### config.mk
export PLATFORM = sky130hd
export DESIGN_NAME = rf_bank
export DESIGN_NICKNAME = d
export VERILOG_FILES = /design/src/rtl/rf_bank.sv
export SDC_FILE = /design/constraint.sdc
export NUM_CORES = 1
export LEC_CHECK = 0
export CORE_MARGIN = 5
export CORE_UTILIZATION = 46
export CTS_BUF_LIST = sky130_fd_sc_hd__clkbuf_4 sky130_fd_sc_hd__clkbuf_8 sky130_fd_sc_hd__clkbuf_16
export CTS_CLUSTER_DIAMETER = 120
export DETAILED_ROUTE_END_ITERATION = 8
export PLACE_DENSITY_LB_ADDON = 0.12
export SLEW_MARGIN = 30
export SYNTH_ARGS = -nofsm -noshare
export SYNTH_HDL_FRONTEND = slang
export SYNTH_SLANG_ARGS = --single-unit
### constraint.sdc
create_clock -name clk -period 1.6 [get_ports clk]
set_input_delay 0.48 -clock clk [delete_from_list [all_inputs] [get_ports clk]]
set_output_delay 0.48 -clock clk [all_outputs]
set_load 0.02 [all_outputs]
### src/rtl/rf_bank.sv
// rf_bank: parametrised register file, one write port and two registered read ports
// with range checking. Define RF_BYPASS_EN to forward same-edge write data to reads.
module rf_bank #(
    parameter int DATA_W = 8,
    parameter int ADDR_W = 3,
    parameter int DEPTH  = 8
) (
    input  logic              clk,
    input  logic              rst_n,
    input  logic              wr_en,
    input  logic [ADDR_W-1:0] wr_addr,
    input  logic [DATA_W-1:0] wr_data,
    output logic              wr_err,
    input  logic              rd0_en,
    input  logic [ADDR_W-1:0] rd0_addr,
    output logic [DATA_W-1:0] rd0_data,
    output logic              rd0_vld,
    output logic              rd0_err,
    input  logic              rd1_en,
    input  logic [ADDR_W-1:0] rd1_addr,
    output logic [DATA_W-1:0] rd1_data,
    output logic              rd1_vld,
    output logic              rd1_err
);

    localparam logic [DATA_W-1:0] ZERO_DATA = {DATA_W{1'b0}};

    // Out-of-range addresses never alias: the comparison is done at full integer width.
    function automatic logic addr_in_range(input logic [ADDR_W-1:0] addr);
        return (int'(addr) < DEPTH);
    endfunction

    logic [DATA_W-1:0] mem_r [DEPTH];

    logic              wr_ok_s;
    logic              rd0_ok_s;
    logic              rd1_ok_s;
    logic [DATA_W-1:0] rd0_mem_s;
    logic [DATA_W-1:0] rd1_mem_s;
    logic [DATA_W-1:0] rd0_next_s;
    logic [DATA_W-1:0] rd1_next_s;

    logic [DATA_W-1:0] rd0_data_r;
    logic [DATA_W-1:0] rd1_data_r;
    logic              rd0_vld_r;
    logic              rd1_vld_r;
    logic              rd0_err_r;
    logic              rd1_err_r;
    logic              wr_err_r;

    // Request qualification against the implemented depth.
    always_comb begin
        wr_ok_s  = wr_en && addr_in_range(wr_addr);
        rd0_ok_s = addr_in_range(rd0_addr);
        rd1_ok_s = addr_in_range(rd1_addr);
    end

    // Read multiplexers over the implemented entries only.
    always_comb begin
        rd0_mem_s = ZERO_DATA;
        rd1_mem_s = ZERO_DATA;
        for (int i = 0; i < DEPTH; i++) begin
            rd0_mem_s = (rd0_addr == ADDR_W'(i)) ? mem_r[i] : rd0_mem_s;
            rd1_mem_s = (rd1_addr == ADDR_W'(i)) ? mem_r[i] : rd1_mem_s;
        end
    end

    // Next read data: zero when out of range, optionally forwarded from the write port.
    always_comb begin
        rd0_next_s = ZERO_DATA;
        rd1_next_s = ZERO_DATA;
`ifdef RF_BYPASS_EN
        if (!rd0_ok_s) begin
            rd0_next_s = ZERO_DATA;
        end else if (wr_ok_s && (rd0_addr == wr_addr)) begin
            rd0_next_s = wr_data;
        end else begin
            rd0_next_s = rd0_mem_s;
        end
        if (!rd1_ok_s) begin
            rd1_next_s = ZERO_DATA;
        end else if (wr_ok_s && (rd1_addr == wr_addr)) begin
            rd1_next_s = wr_data;
        end else begin
            rd1_next_s = rd1_mem_s;
        end
`else
        if (rd0_ok_s) begin
            rd0_next_s = rd0_mem_s;
        end else begin
            rd0_next_s = ZERO_DATA;
        end
        if (rd1_ok_s) begin
            rd1_next_s = rd1_mem_s;
        end else begin
            rd1_next_s = ZERO_DATA;
        end
`endif
    end

    // Storage array: cleared by reset, written only for in-range addresses.
    always_ff @(posedge clk) begin
        if (!rst_n) begin
            for (int i = 0; i < DEPTH; i++) begin
                mem_r[i] <= ZERO_DATA;
            end
        end else begin
            for (int i = 0; i < DEPTH; i++) begin
                if (wr_ok_s && (wr_addr == ADDR_W'(i))) begin
                    mem_r[i] <= wr_data;
                end
            end
        end
    end

    // Write error pulse.
    always_ff @(posedge clk) begin
        if (!rst_n) begin
            wr_err_r <= 1'b0;
        end else begin
            wr_err_r <= wr_en && !wr_ok_s;
        end
    end

    // Read port 0 output registers; data holds while the port is idle.
    always_ff @(posedge clk) begin
        if (!rst_n) begin
            rd0_data_r <= ZERO_DATA;
            rd0_vld_r  <= 1'b0;
            rd0_err_r  <= 1'b0;
        end else if (rd0_en) begin
            rd0_data_r <= rd0_next_s;
            rd0_vld_r  <= 1'b1;
            rd0_err_r  <= !rd0_ok_s;
        end else begin
            rd0_vld_r  <= 1'b0;
            rd0_err_r  <= 1'b0;
        end
    end

    // Read port 1 output registers; data holds while the port is idle.
    always_ff @(posedge clk) begin
        if (!rst_n) begin
            rd1_data_r <= ZERO_DATA;
            rd1_vld_r  <= 1'b0;
            rd1_err_r  <= 1'b0;
        end else if (rd1_en) begin
            rd1_data_r <= rd1_next_s;
            rd1_vld_r  <= 1'b1;
            rd1_err_r  <= !rd1_ok_s;
        end else begin
            rd1_vld_r  <= 1'b0;
            rd1_err_r  <= 1'b0;
        end
    end

    assign wr_err   = wr_err_r;
    assign rd0_data = rd0_data_r;
    assign rd0_vld  = rd0_vld_r;
    assign rd0_err  = rd0_err_r;
    assign rd1_data = rd1_data_r;
    assign rd1_vld  = rd1_vld_r;
    assign rd1_err  = rd1_err_r;

endmodule

# Word level (Yosys, flattened, before mapping)
# Memories as Yosys holds them, arrays and structs flattened.
# Cells that the tools add are included.
# totals
out_inout_bits	21
wordCells	96
memories	1
regBits	18
ramBits	64
# op_classes
eq_ne	21
n_mux	51
reduce_logical	11
bitwise_logic	8
# memory_table
name	words	width	rd	rd_clocked_by_memory_dff	write_ports	line_no	source
mem_r	8	8	8	0	8	33	logic [DATA_W-1:0] mem_r [DEPTH];
# op_table
op	count
2-to-1 mux 8 bit	24
equality test 3 bit, second input constant	12
2-to-1 mux 1 bit	27
equality test 3 x 2 -> 1 bit, second input constant	6
equality test 3 x 1 -> 1 bit, second input constant	3
logical NOT 3 bit	3
logical AND 1 bit	8
OR 1 bit	8

# Longest topological paths before layout
# depth
word_depth	9
depth_mapped	7

# Worst setup path after synthesis
# No wires, ideal clock.
# synth_timing
path_type	input-to-reg
start	input port wr_en
end	memory mem_r[3][0] (netlist: mem_r[0][24]) (enable)
required_time_ns	1.271
path_stages	4
arrival_ns	1.216
slack_ns	0.055
cell_sequence	nor2b_1 > clkbuf_1 > nand3_1 > nand2_1
# synth_rtl
item	line_no	source
start, declared	10	input logic wr_en,
end, declared	33	

# Worst setup path in the final report
# layout_timing
start	input port rd1_addr[2]
end	register rd1_data_r[3] (netlist: rd1_data[3])
# layout_between
elab_chain_len	9
# layout_rtl
item	line_no	source
start, declared	20	input logic [ADDR_W-1:0] rd1_addr,
logical NOT 3 bit	64	rd1_mem_s = (rd1_addr == ADDR_W'(i)) ? mem_r[i] : rd1_mem_s;
2-to-1 mux 8 bit (7 in series)	64	
2-to-1 mux 8 bit *	64	
end signal, assigned	148	rd1_data_r <= rd1_next_s;
end, declared	44	logic [DATA_W-1:0] rd1_data_r;
# Mark *: on every way between the ends. The rest lies on a longest branch, timed or not.
# A chain may end at the register's enable or synchronous reset.

==> flow_metrics.env <==
export IMPL_port_buffers=39
export IMPL_syn_inst=368
export IMPL_fin_skew_ns=0.00846
export IMPL_fp_coreArea_sq_um=8680
export IMPL_maxCapViolations=0
export IMPL_post_place_cells=546
export IMPL_dr_total_vias=3351
export IMPL_cp_max_fo=8
export IMPL_synth_area_leader_cell="edfxtp_1"
export IMPL_yosysMostFrequentCell="edfxtp_1"
export IMPL_synth_flop_cell="edfxtp_1"
export IMPL_peakVddDrop_v=0.000448
export IMPL_grt_use_total=0.215
export IMPL_p_per_area_nw_per_um2=944
export IMPL_syn_cell_area_sq_um=4070
export IMPL_drive_gt1_frac=0.226
export IMPL_avgSynthCellArea_sq_um=11.1
export IMPL_dp_hpwl_um=8870
export IMPL_finalMaxSlewViolations=0
export IMPL_fin_nets=477
export IMPL_cts_root_buf="clkbuf_8"
export IMPL_synthTopCellsByArea="edfxtp_1 47%, dfxtp_1 8.9%, mux2i_1 6.9%"
export IMPL_synthArstFlopShare=0
export IMPL_ant_nets=0
export IMPL_relSlewSlack=0.645
export IMPL_drt_iter0_markers=265
export IMPL_fp_dieW_um=104
export IMPL_grt_pass1_vias=3321
export IMPL_grt_max_degree=21
export IMPL_synth_seq_cells=82
export IMPL_clk_latency_ns=0.36
export IMPL_critical_path_arrival_ns=1.83
export IMPL_clock_sinks=82
export IMPL_hp_class="flop to flop"
export IMPL_wl_per_cell_um=20.5
export IMPL_power_uw=5060
export IMPL_overflow=0
export IMPL_synth_cell_type_count=45
export IMPL_gp_congestion=0.940
export IMPL_grt_pass1_wl_um=17800
export IMPL_die_area_sq_um=10800
export IMPL_vias_per_cell=5.90
export IMPL_synth_edf_count=64
export IMPL_ys_seq_area_frac=0.561
export IMPL_cts_tree="built"
export IMPL_status="finished clean"
export IMPL_rows=34
export IMPL_antenna_found_initial=0
export IMPL_cts_buffers=9
export IMPL_finalCriticalPeriod_ns=1.57
export IMPL_dr_pass1_iters=5
export IMPL_diodes=0
export IMPL_area_growth_pct=31.6
export IMPL_synth_cells_most_frequent="64 x edfxtp_1, 51 x nor2_1, 28 x mux2i_1"
export IMPL_setup_viol=0
export IMPL_placed_cell_area_sq_um=5050
export IMPL_worst_pin_slew_ns=0.531
export IMPL_crit_type="primary input to flop"
export IMPL_clockBufferDepth=2
export IMPL_clkSlewWorstSetupHoldPaths_ns=0.08
export IMPL_routed_wl_um=11600
export IMPL_crit_required_ns=1.86
export IMPL_drc=0
export IMPL_final_cell_area_sq_um=5360
export IMPL_die_y_um=104
export IMPL_power_leakage_uw=0.00217
export IMPL_instances_no_fill=568
export IMPL_crit_path_end_kind="flop"
export IMPL_fmax_mhz=635
export IMPL_holdWs_ns=0.465
export IMPL_synth_top_cell_area_share=0.472
export IMPL_rsz0062_at_grt="false"
export IMPL_synth_warnings=0
export IMPL_pin_count=43
export IMPL_final_core_util=0.617
export IMPL_ctsHtreeMaxLevel=3
export IMPL_finalHoldViolations=0
export IMPL_fin_crit_sh=0.984
export IMPL_initial_utilization=0.469
export IMPL_start_kind="primary input"
-- per-stage QoR --
step	setup WS, ns	TNS, ns
3_5_place_dp	-0.579	-41.97
2_1_floorplan	0.0549	0
6_report	0.0258	0
3_3_place_gp	-0.579	-39.12
4_1_cts	0.0122	0
5_1_grt	0.00134	0
-- final timing paths --
check,depth (start not counted),end,slack (ns),startpoint
max,5,rd1_data[3],0.03,rd1_addr[2]
min,1,rd1_data[5],0.47,rd1_data[5]
max reg2reg,4,rd1_data[3],0.20,mem_r[1][19]
min reg2reg,1,rd1_data[5],0.47,rd1_data[5]
-- power breakdown --
part | switching [uW] | leakage, uW | internal (uW)
Combinational | 433 | 0.00129 | 415
Clock | 733 | 0.000104 | 908
Sequential | 112 | 0.000769 | 2460
Total | 1280 | 0.00217 | 3780
-- what timing repair did --
action,4_1_cts,5_1_grt
resized for setup,33,6
hold buffers,0,0
gates cloned,2,0
buffers inserted,4,0
pin swaps,0,1
endpoints found under the setup margin,33,26
-- cell type report --
| cell class | count | area [sq um] |
|---|---|---|
| Timing Repair Buffer | 100 | 1050 |
| Clock buffer | 11 | 139 |
| Clock inverter | 5 | 78.8 |
| Sequential cell | 82 | 2280 |
| Inverter | 13 | 48.8 |
| Multi-Input combinational cell | 249 | 1620 |
| Fill cell | 737 | 3320 |
| Tap cell | 108 | 135 |
-- routing by layer --
metal / global-route usage / vias to the layer above / part of all wire
met5: 0 / - / 0
met4: 0.116 / 0 / 0.044
met3: 0.0453 / 40 / 0.071
met2: 0.350 / 167 / 0.49
met1: 0.268 / 1599 / 0.40
li1: - / 1545 / -
-- state kept, by name (all words and copies together) (netlist names) --
signal / flops
rd1_vld: 1
rd0_data: 8
rd1_data: 8
rd0_vld: 1
mem_r: 64
-- cell usage in the layout (no fill, tap or decap), drive strengths merged, types with 2 or more instances in the layout --
cell type / count
nand4: 2
nand2: 23
o21ai: 29
mux2: 13
dfxtp: 18
o22ai: 16
a31oi: 4
a22o: 12
nor2b: 5
mux2i: 28
a21oi: 14
nand3: 7
edfxtp: 64
or2: 2
clkbuf: 11
nand2b: 9
nor2: 51
a211oi: 2
nand3b: 2
dlygate4sd2: 23
clkdlybuf4s50: 16
inv: 13
conb: 3
bufinv: 2
o221ai: 14
nor3: 2
buf: 60
clkinvlp: 2
and2: 3
-- logic make-up (layout without fill, tap and decap cells) --
kind of cell	Yosys count	count (layout)	synth area share
other	1	3	0.000921
AND/OR/NAND/NOR	109	109	0.121
flip-flops	82	82	0.561
buffers and inverters	39	129	0.0538
multiplexers	41	41	0.106
AO/OA/AOI/OAI	96	96	0.158
-- critical path, cell delays in order --
cell           delay [ns]
dlygate4sd2_1        0.43
mux2_2               0.38
o221ai_1             0.20
o21ai_1              0.12
a22o_1               0.21
Power figures use the tool's default switching activity.
